==> src/rtl/pipeline_ctrl.sv <==
// pipeline_ctrl: stall/flush sequencer for the 5-stage core.
// Combines the decode hazard, EX redirect, multi-cycle mul/div status and the
// data-memory handshake into per-stage stall/flush enables. A small FSM covers
// multi-cycle events, and two saturating counters track stall cycles and redirects.
module pipeline_ctrl #(
    parameter int FLUSH_CYCLES = 1,   // IF/ID + ID/EX flush cycles per redirect (1..3)
    parameter int MD_TIMEOUT   = 64,  // MD_WAIT cycle limit before forced exit (>= 2)
    parameter int CNT_W        = 32   // performance counter width
) (
    input  logic             clk,
    input  logic             rst,
    input  logic             hz,
    input  logic             branch_taken,
    input  logic             muldiv_start,
    input  logic             muldiv_done,
    input  logic             dmem_req,
    input  logic             dmem_ack,
    input  logic             cnt_clr,
    output logic             pc_stall,
    output logic             ifid_stall,
    output logic             ifid_flush,
    output logic             idex_stall,
    output logic             idex_flush,
    output logic             exmem_stall,
    output logic             exmem_flush,
    output logic             memwb_stall,
    output logic [2:0]       ctrl_state,
    output logic             md_timeout,
    output logic [CNT_W-1:0] stall_cnt,
    output logic [CNT_W-1:0] flush_cnt
);

    typedef enum logic [2:0] {
        ST_RUN      = 3'd0,
        ST_MEM_WAIT = 3'd1,
        ST_FLUSH    = 3'd2,
        ST_MD_WAIT  = 3'd3
    } state_t;

    localparam int TMR_W = $clog2(MD_TIMEOUT + 1);

    state_t           state_q, state_d;
    logic [1:0]       fl_cnt_q, fl_cnt_d;
    logic [TMR_W-1:0] md_tmr_q, md_tmr_d;
    logic             md_timeout_q, md_timeout_d;
    logic [CNT_W-1:0] stall_cnt_q, stall_cnt_d;
    logic [CNT_W-1:0] flush_cnt_q, flush_cnt_d;

    logic eff_run;
    logic tmo;
    logic p1_mem;
    logic p2_redir;
    logic p3_md;
    logic p4_hz;
    logic redir_accept;

    // Decode the priority conditions from registered state and live inputs.
    // The ack cycle of MEM_WAIT behaves like RUN: the pipeline advances that
    // cycle, so a branch held in EX must redirect then and hazards must bubble.
    always_comb begin
        eff_run      = (state_q == ST_RUN) || ((state_q == ST_MEM_WAIT) && dmem_ack);
        tmo          = (state_q == ST_MD_WAIT) && (md_tmr_q == TMR_W'(MD_TIMEOUT - 1));
        p1_mem       = (((state_q == ST_RUN) || (state_q == ST_FLUSH)) && dmem_req && !dmem_ack)
                       || ((state_q == ST_MEM_WAIT) && !dmem_ack);
        p2_redir     = (eff_run && branch_taken) || (state_q == ST_FLUSH);
        p3_md        = (eff_run && muldiv_start && !muldiv_done)
                       || ((state_q == ST_MD_WAIT) && !muldiv_done && !tmo);
        p4_hz        = eff_run && hz;
        redir_accept = eff_run && branch_taken && !p1_mem;
    end

    // Stage enables in priority order; reset forces NOPs into the front stages.
    always_comb begin
        // NOTE: every output gets a default first so no path can infer a latch.
        pc_stall    = 1'b0;
        ifid_stall  = 1'b0;
        idex_stall  = 1'b0;
        exmem_stall = 1'b0;
        memwb_stall = 1'b0;
        ifid_flush  = 1'b0;
        idex_flush  = 1'b0;
        exmem_flush = 1'b0;
        if (rst) begin
            ifid_flush  = 1'b1;
            idex_flush  = 1'b1;
            exmem_flush = 1'b1;
        end else if (p1_mem) begin
            pc_stall    = 1'b1;
            ifid_stall  = 1'b1;
            idex_stall  = 1'b1;
            exmem_stall = 1'b1;
            memwb_stall = 1'b1;
        end else if (p2_redir) begin
            ifid_flush  = 1'b1;
            idex_flush  = 1'b1;
        end else if (p3_md) begin
            pc_stall    = 1'b1;
            ifid_stall  = 1'b1;
            idex_stall  = 1'b1;
            exmem_flush = 1'b1;
        end else if (p4_hz) begin
            pc_stall    = 1'b1;
            ifid_stall  = 1'b1;
            idex_flush  = 1'b1;
        end
    end

    // Next-state logic for the FSM, flush counter, mul/div timer and sticky timeout.
    always_comb begin
        state_d      = state_q;
        fl_cnt_d     = fl_cnt_q;
        md_tmr_d     = md_tmr_q;
        md_timeout_d = md_timeout_q;
        if (p1_mem) begin
            // FLUSH and MEM_WAIT hold everything while memory is busy.
            if (state_q == ST_RUN) begin
                state_d = ST_MEM_WAIT;
            end
        end else if (eff_run) begin
            state_d = ST_RUN;
            if (branch_taken) begin
                if (FLUSH_CYCLES > 1) begin
                    state_d  = ST_FLUSH;
                    fl_cnt_d = 2'(FLUSH_CYCLES - 1);
                end
            end else if (muldiv_start && !muldiv_done) begin
                state_d  = ST_MD_WAIT;
                md_tmr_d = TMR_W'(1);
            end
        end else if (state_q == ST_FLUSH) begin
            fl_cnt_d = fl_cnt_q - 2'd1;
            if (fl_cnt_q == 2'd1) begin
                state_d = ST_RUN;
            end
        end else if (state_q == ST_MD_WAIT) begin
            md_tmr_d = md_tmr_q + TMR_W'(1);
            if (muldiv_done) begin
                state_d = ST_RUN;
            end else if (tmo) begin
                state_d      = ST_RUN;
                md_timeout_d = 1'b1;
            end
        end else begin
            state_d = ST_RUN;
        end
    end

    // Saturating performance counters; a clear beats a same-cycle increment.
    always_comb begin
        stall_cnt_d = stall_cnt_q;
        flush_cnt_d = flush_cnt_q;
        if (cnt_clr) begin
            stall_cnt_d = '0;
            flush_cnt_d = '0;
        end else begin
            if (pc_stall && (stall_cnt_q != {CNT_W{1'b1}})) begin
                stall_cnt_d = stall_cnt_q + CNT_W'(1);
            end
            if (redir_accept && (flush_cnt_q != {CNT_W{1'b1}})) begin
                flush_cnt_d = flush_cnt_q + CNT_W'(1);
            end
        end
    end

    // State register with synchronous reset.
    always_ff @(posedge clk) begin
        // NOTE: sequential state uses non-blocking assignments so all flops update together.
        if (rst) begin
            state_q      <= ST_RUN;
            fl_cnt_q     <= '0;
            md_tmr_q     <= '0;
            md_timeout_q <= 1'b0;
            stall_cnt_q  <= '0;
            flush_cnt_q  <= '0;
        end else begin
            state_q      <= state_d;
            fl_cnt_q     <= fl_cnt_d;
            md_tmr_q     <= md_tmr_d;
            md_timeout_q <= md_timeout_d;
            stall_cnt_q  <= stall_cnt_d;
            flush_cnt_q  <= flush_cnt_d;
        end
    end

    assign ctrl_state = state_q;
    assign md_timeout = md_timeout_q;
    assign stall_cnt  = stall_cnt_q;
    assign flush_cnt  = flush_cnt_q;

endmodule

==> config.mk <==
export PLATFORM = sky130hd
export DESIGN_NAME = pipeline_ctrl
export DESIGN_NICKNAME = d
export VERILOG_FILES = /design/src/rtl/pipeline_ctrl.sv
export SDC_FILE = /design/constraint.sdc
export NUM_CORES = 1
export LEC_CHECK = 0
export BUFFER_PORTS_ARGS = -buffer_cell sky130_fd_sc_hd__buf_2
export CAP_MARGIN = 5
export CORE_MARGIN = 4
export CORE_UTILIZATION = 59
export DETAILED_ROUTE_END_ITERATION = 6
export PLACE_DENSITY = 0.85
export SLEW_MARGIN = 20
export SYNTH_ARGS = -nofsm -noshare
export SYNTH_HDL_FRONTEND = slang
export SYNTH_SLANG_ARGS = --single-unit
==> constraint.sdc <==
create_clock -name clk -period 5.45 [get_ports clk]
set_clock_uncertainty 0.15 [all_clocks]
set_input_delay 0.545 -clock clk [delete_from_list [all_inputs] [get_ports clk]]
set_output_delay 0.545 -clock clk [all_outputs]
set_load 0.01 [all_outputs]
* Word level (Yosys, flattened, before mapping)
Index checks and enable logic that the tools add are counted.
** Storage, ports and cells
- Flip-flop bits (word level) :: 77
- Bits of input ports :: 9
- Logic and storage cells :: 93
** Cells by class
- $add $sub $neg :: 4
- Equality and inequality tests :: 13
- Mux-type cells :: 35
- Bitwise operators :: 4
- Reductions and logical operators :: 31
** Operators by type and width (count)
- $add 32x1->32 const B :: 2
- $ne 32x32->1 const B :: 2
- $mux 7 :: 5
- $mux 3 :: 8
- $mux 1 :: 20
- $logic_and 1x1->1 :: 15
- $add 7x1->7 const B :: 1
- $eq 7x6->1 const B :: 1
- $eq 3x2->1 const B :: 2
- $ne 6x6->1 const B :: 1
- $reduce_and 3->1 :: 2
- $reduce_and 6->1 :: 1
- $logic_or 1x1->1 :: 5
- $reduce_and 5->1 :: 1
- $logic_not 1->1 :: 4
- $mux 2 :: 2
- $ne 2x1->1 const B :: 2
- $ne 2x2->1 const B :: 2
- $ne 4x3->1 const B :: 1
- $not 1->1 :: 4
- $eq 3x1->1 const B :: 1
- $logic_not 3->1 :: 1
- $eq 2x1->1 const B :: 1
- $reduce_bool 2->1 :: 1
- 2 further kinds :: 2

* Depth between registers and ports, before layout
- Depth after elaboration :: 11
- Depth in mapped cells :: 9

* Worst setup path after synthesis
Ideal clock, no wire load.
- Kind :: input to output
- Start :: in rst
- End :: out pc_stall
- Arrival time :: 1676 ps
- Path slack :: 3079 ps
- Stages on the path :: 6
- Cell sequence :: buf_2 or3_1 o31ai_4 o21ai_0 nand2_1 buf_4
** On the way
- Longest elaborated chain between the ends :: 1
** RTL lines
- start: declaration :: RTL line 11 : input logic rst,
- $mux 1
- end: declaration :: RTL line 19 : output logic pc_stall,
No other way between the ends.

* Worst setup path in the final report
- Start :: reg state_q[1] (netlist: ctrl_state[1])
- End :: out ifid_stall
** On the way
- Longest elaborated chain between the ends :: 10
- Elaborated cells on any way between the ends :: 26
- Classes of those cells :: eq/ne: 3; mux: 5; reduce/logical: 18
** RTL lines
- start: declaration :: RTL line 42 : state_t state_q, state_d;
- start signal: assignment :: RTL line 176 : state_q <= state_d;
- $eq 3x1->1 :: RTL line 61, 64
- $logic_and 1x1->1 :: RTL line 61 : eff_run = (state_q == ST_RUN) || ((state_q == ST_MEM_WAIT) && dmem_ack);
- $logic_or 1x1->1 :: RTL line 61
- $logic_and 1x1->1 (2 in series) :: RTL line 66 : p3_md = (eff_run && muldiv_start && !muldiv_done)
- $logic_or 1x1->1 :: RTL line 67 : || ((state_q == ST_MD_WAIT) && !muldiv_done && !tmo);
- $mux 1 :: RTL line 96 : end else if (p3_md) begin
- $mux 1 :: RTL line 93 : end else if (p2_redir) begin
- $mux 1 (*) :: RTL line 87 : end else if (p1_mem) begin
- $mux 1 (*) :: RTL line 83 : if (rst) begin
- end: declaration :: RTL line 20 : output logic ifid_stall,
Mark *: on every way between the ends. The rest lies on a longest branch, timed or not.

==> results.py <==
metrics = {
    "sta": {
        "layout_setup_ws_ns": 2.503,
        "fin_crit_ns": 2.947,
        "fin_crit_sh": 0.5408,
        "finalHoldViolCount": 0,
        "worst_slew_pin_slew_ns": 1.036,
        "slew_headroom": 0.3096,
        "rsz0062_at_grt": "no",
        "drv_slew": 0,
        "max_freq_mhz": 339.3,
        "setup_violations": 0,
        "holdWs_ns": 0.3244,
        "tns_ns": 0,
    },
    "worst_setup_path": {
        "path_class": "flip-flop to output pin",
        "crit_fanout": 17,
        "start_kind": "flip-flop",
        "worstPathRequired_ns": 4.76,
        "critPathCaptureType": "output pin",
        "critPathArrivalTime_ns": 2.25,
    },
    "synth": {
        "synthXorXnorAreaFrac": 0.07536,
        "yosys.area_share.simple": 0.3061,
        "synth_top_family_by_area": "simple AND/OR/NAND/NOR gates",
        "syn-cell-area_sq_um": 4068,
        "seq_area_frac_synth": 0.3740,
        "synth_cell_types": 65,
        "yosys.area_share.adder": 0.01230,
        "syn_inst": 486,
        "async_flop_share": 0,
        "synth-compound-area-share": 0.1618,
        "ys.flop_type": "dfxtp_1",
        "yosys_warnings": 0,
        "synth-edff-count": 0,
        "ys_seq_elements": 76,
        "syn_nets": 499,
        "synthMuxAreaShare": 0.01723,
        "avgSynthCellArea_sq_um": 8.370,
    },
    "global_route": {
        "grt_pass1_vias": 3442,
        "grt_usage": 0.2289,
        "antenna_found_initial": 0,
        "grt-ovfl-total": 0,
        "grt_max_degree": 54,
        "grt_pass1_wl_mm": 16.05,
    },
    "finish": {
        "final_core_util": 0.7079,
        "areaGrowthSynthToFinish_pct": 13.66,
        "drive_gt1_frac": 0.2265,
        "finish.net_count": 573,
        "antennaDiodeCount": 0,
        "finish.instance_area_sq_um": 4623,
    },
    "clock_tree": {
        "cts-resized-gates": 0,
        "clockBufferDepth": 2,
        "cts_made_buffers": 9,
        "cts_root_buffer": "clkbuf_8",
        "insertion_delay_ns": 0.34,
        "clkSlewWorstSetupHoldPaths_ns": 0.08,
        "cts.sinks": 76,
        "cts_hold_buf": 0,
        "postCtsSetupBuffers": 0,
        "cts_max_level": 3,
        "cts_tree": "yes",
    },
    "routing": {
        "via_per_inst": 6.008,
        "dr.pass1.iters": 5,
        "drt_iter0_markers": 270,
        "post_drt_wl_per_cell_microns": 14.89,
        "ant_nets": 0,
        "routed_wl_mm": 9.562,
        "vias": 3857,
        "drc": 0,
    },
    "floorplan": {
        "die_y_microns": 91.03,
        "die_area_sq_um": 8286,
        "die_width_microns": 91.03,
        "ioPinCount": 85,
        "coreArea_sq_um": 6531,
        "start_util": 0.6228,
        "std_cell_rows": 29,
    },
    "placement": {
        "dp_hpwl_mm": 6.949,
        "io_buffers": 83,
        "gp_congestion": 0.8918,
        "placed_cell_area_sq_um": 4446,
        "dp_slack_ns": 2.824,
    },
    "run": {
        "timing.max_cap.violations": 0,
    },
    "hold_path": {
        "min_path_type": "flip-flop to flip-flop",
    },
    "power": {
        "p_per_area_nw_per_um2": 221.3,
        "vdd_drop_max_mv": 0.1287,
        "p_leak_nw": 1.745,
    },
    "outcome": {
        "outcome": "completed",
    },
}
## area by class of cell
type	instances	area, sq um
clock inverter	6	40.04
timing repair buffer	84	422.9
sequential	76	1521
tap	77	96.34
multi-input combinational	370	2333
inverter	19	71.32
fill	534	1908
clock buffer	10	137.6
## cell usage after synthesis (6+ instances only)
cell type	count	area, sq um
a21oi_1	29	145.1
dfxtp_1	76	1521
nand2b_1	7	43.79
mux2i_1	7	70.07
o21a_1	7	52.55
nand4_1	21	131.4
or3_1	23	143.9
nor2_1	53	198.9
clkbuf_1	8	30.03
inv_1	18	67.56
xnor2_1	25	219.0
nor3_1	21	105.1
nand3_1	22	110.1
xor2_1	10	87.58
o211ai_1	6	45.04
o21ai_0	22	110.1
nand2_1	43	161.4
and4_1	10	87.58
## power by group
part / internal (mW) / switching (mW)
clock network: 0.177 / 0.207
logic: 0.0255 / 0.0504
registers: 0.558 / 0.00540
## critical path, stage by stage (launching register included)
cell and delay [ns]:
dfxtp_1 0.63, nor2b_1 0.16, o31ai_4 0.46, o21ai_0 0.33
nand2_1 0.19, buf_2 0.15
## kinds of logic after synthesis
kind of cell    count (synthesis)
mux                             7
flops                          76
compound gates                 94
other cells                     1
xor+xnor                       35
simple gates                  229
buf+inv                        40
fa+ha+maj                       4
## final timing paths
kind	startpoint	end	slack (ns)	cells after the start
hold / removal	md_timeout	md_timeout	0.32	2
setup reg to reg	ctrl_state[1]	stall_cnt[15]	2.87	6
setup / recovery	ctrl_state[1]	ifid_stall	2.50	5
hold reg to reg	md_timeout	md_timeout	0.32	2
## placed cells by master, fill, tap and decap left out, drive strengths merged, types with 12 or more instances in the layout
cell type  netlist  routed
a21oi           29      29
o21ai           25      25
nand4           22      22
xnor2           25      25
nor2            53      53
nand2           43      43
nand3           22      22
inv             19      19
dfxtp           76      76
nor3            25      25
or3             23      23
and4            12      12
buf             11      84
## routing by layer
metal  up-vias  part of all wire  global-route usage
met2       144              0.45              0.3483
met1      1819              0.46              0.3211
met4         0             0.012             0.07789
li1       1884                 -                   -
met5         -                 0                   0
met3        10             0.077             0.05124
## flip-flops by register name, indices dropped and copies added (netlist names)
signal,count
stall_cnt,32
ctrl_state,2
md_tmr_q,7
flush_cnt,32
md_timeout,1
fl_cnt_q,2
## metrics by stage
stage	cells	power, mW
3_5_place_dp	626	0.6513
2_1_floorplan	486	0.6348
3_3_place_gp	626	0.6495
6_report	642	1.023
4_1_cts	642	1.029
5_1_grt	642	1.063
Note: power is estimated with default switching activity, not from simulation.
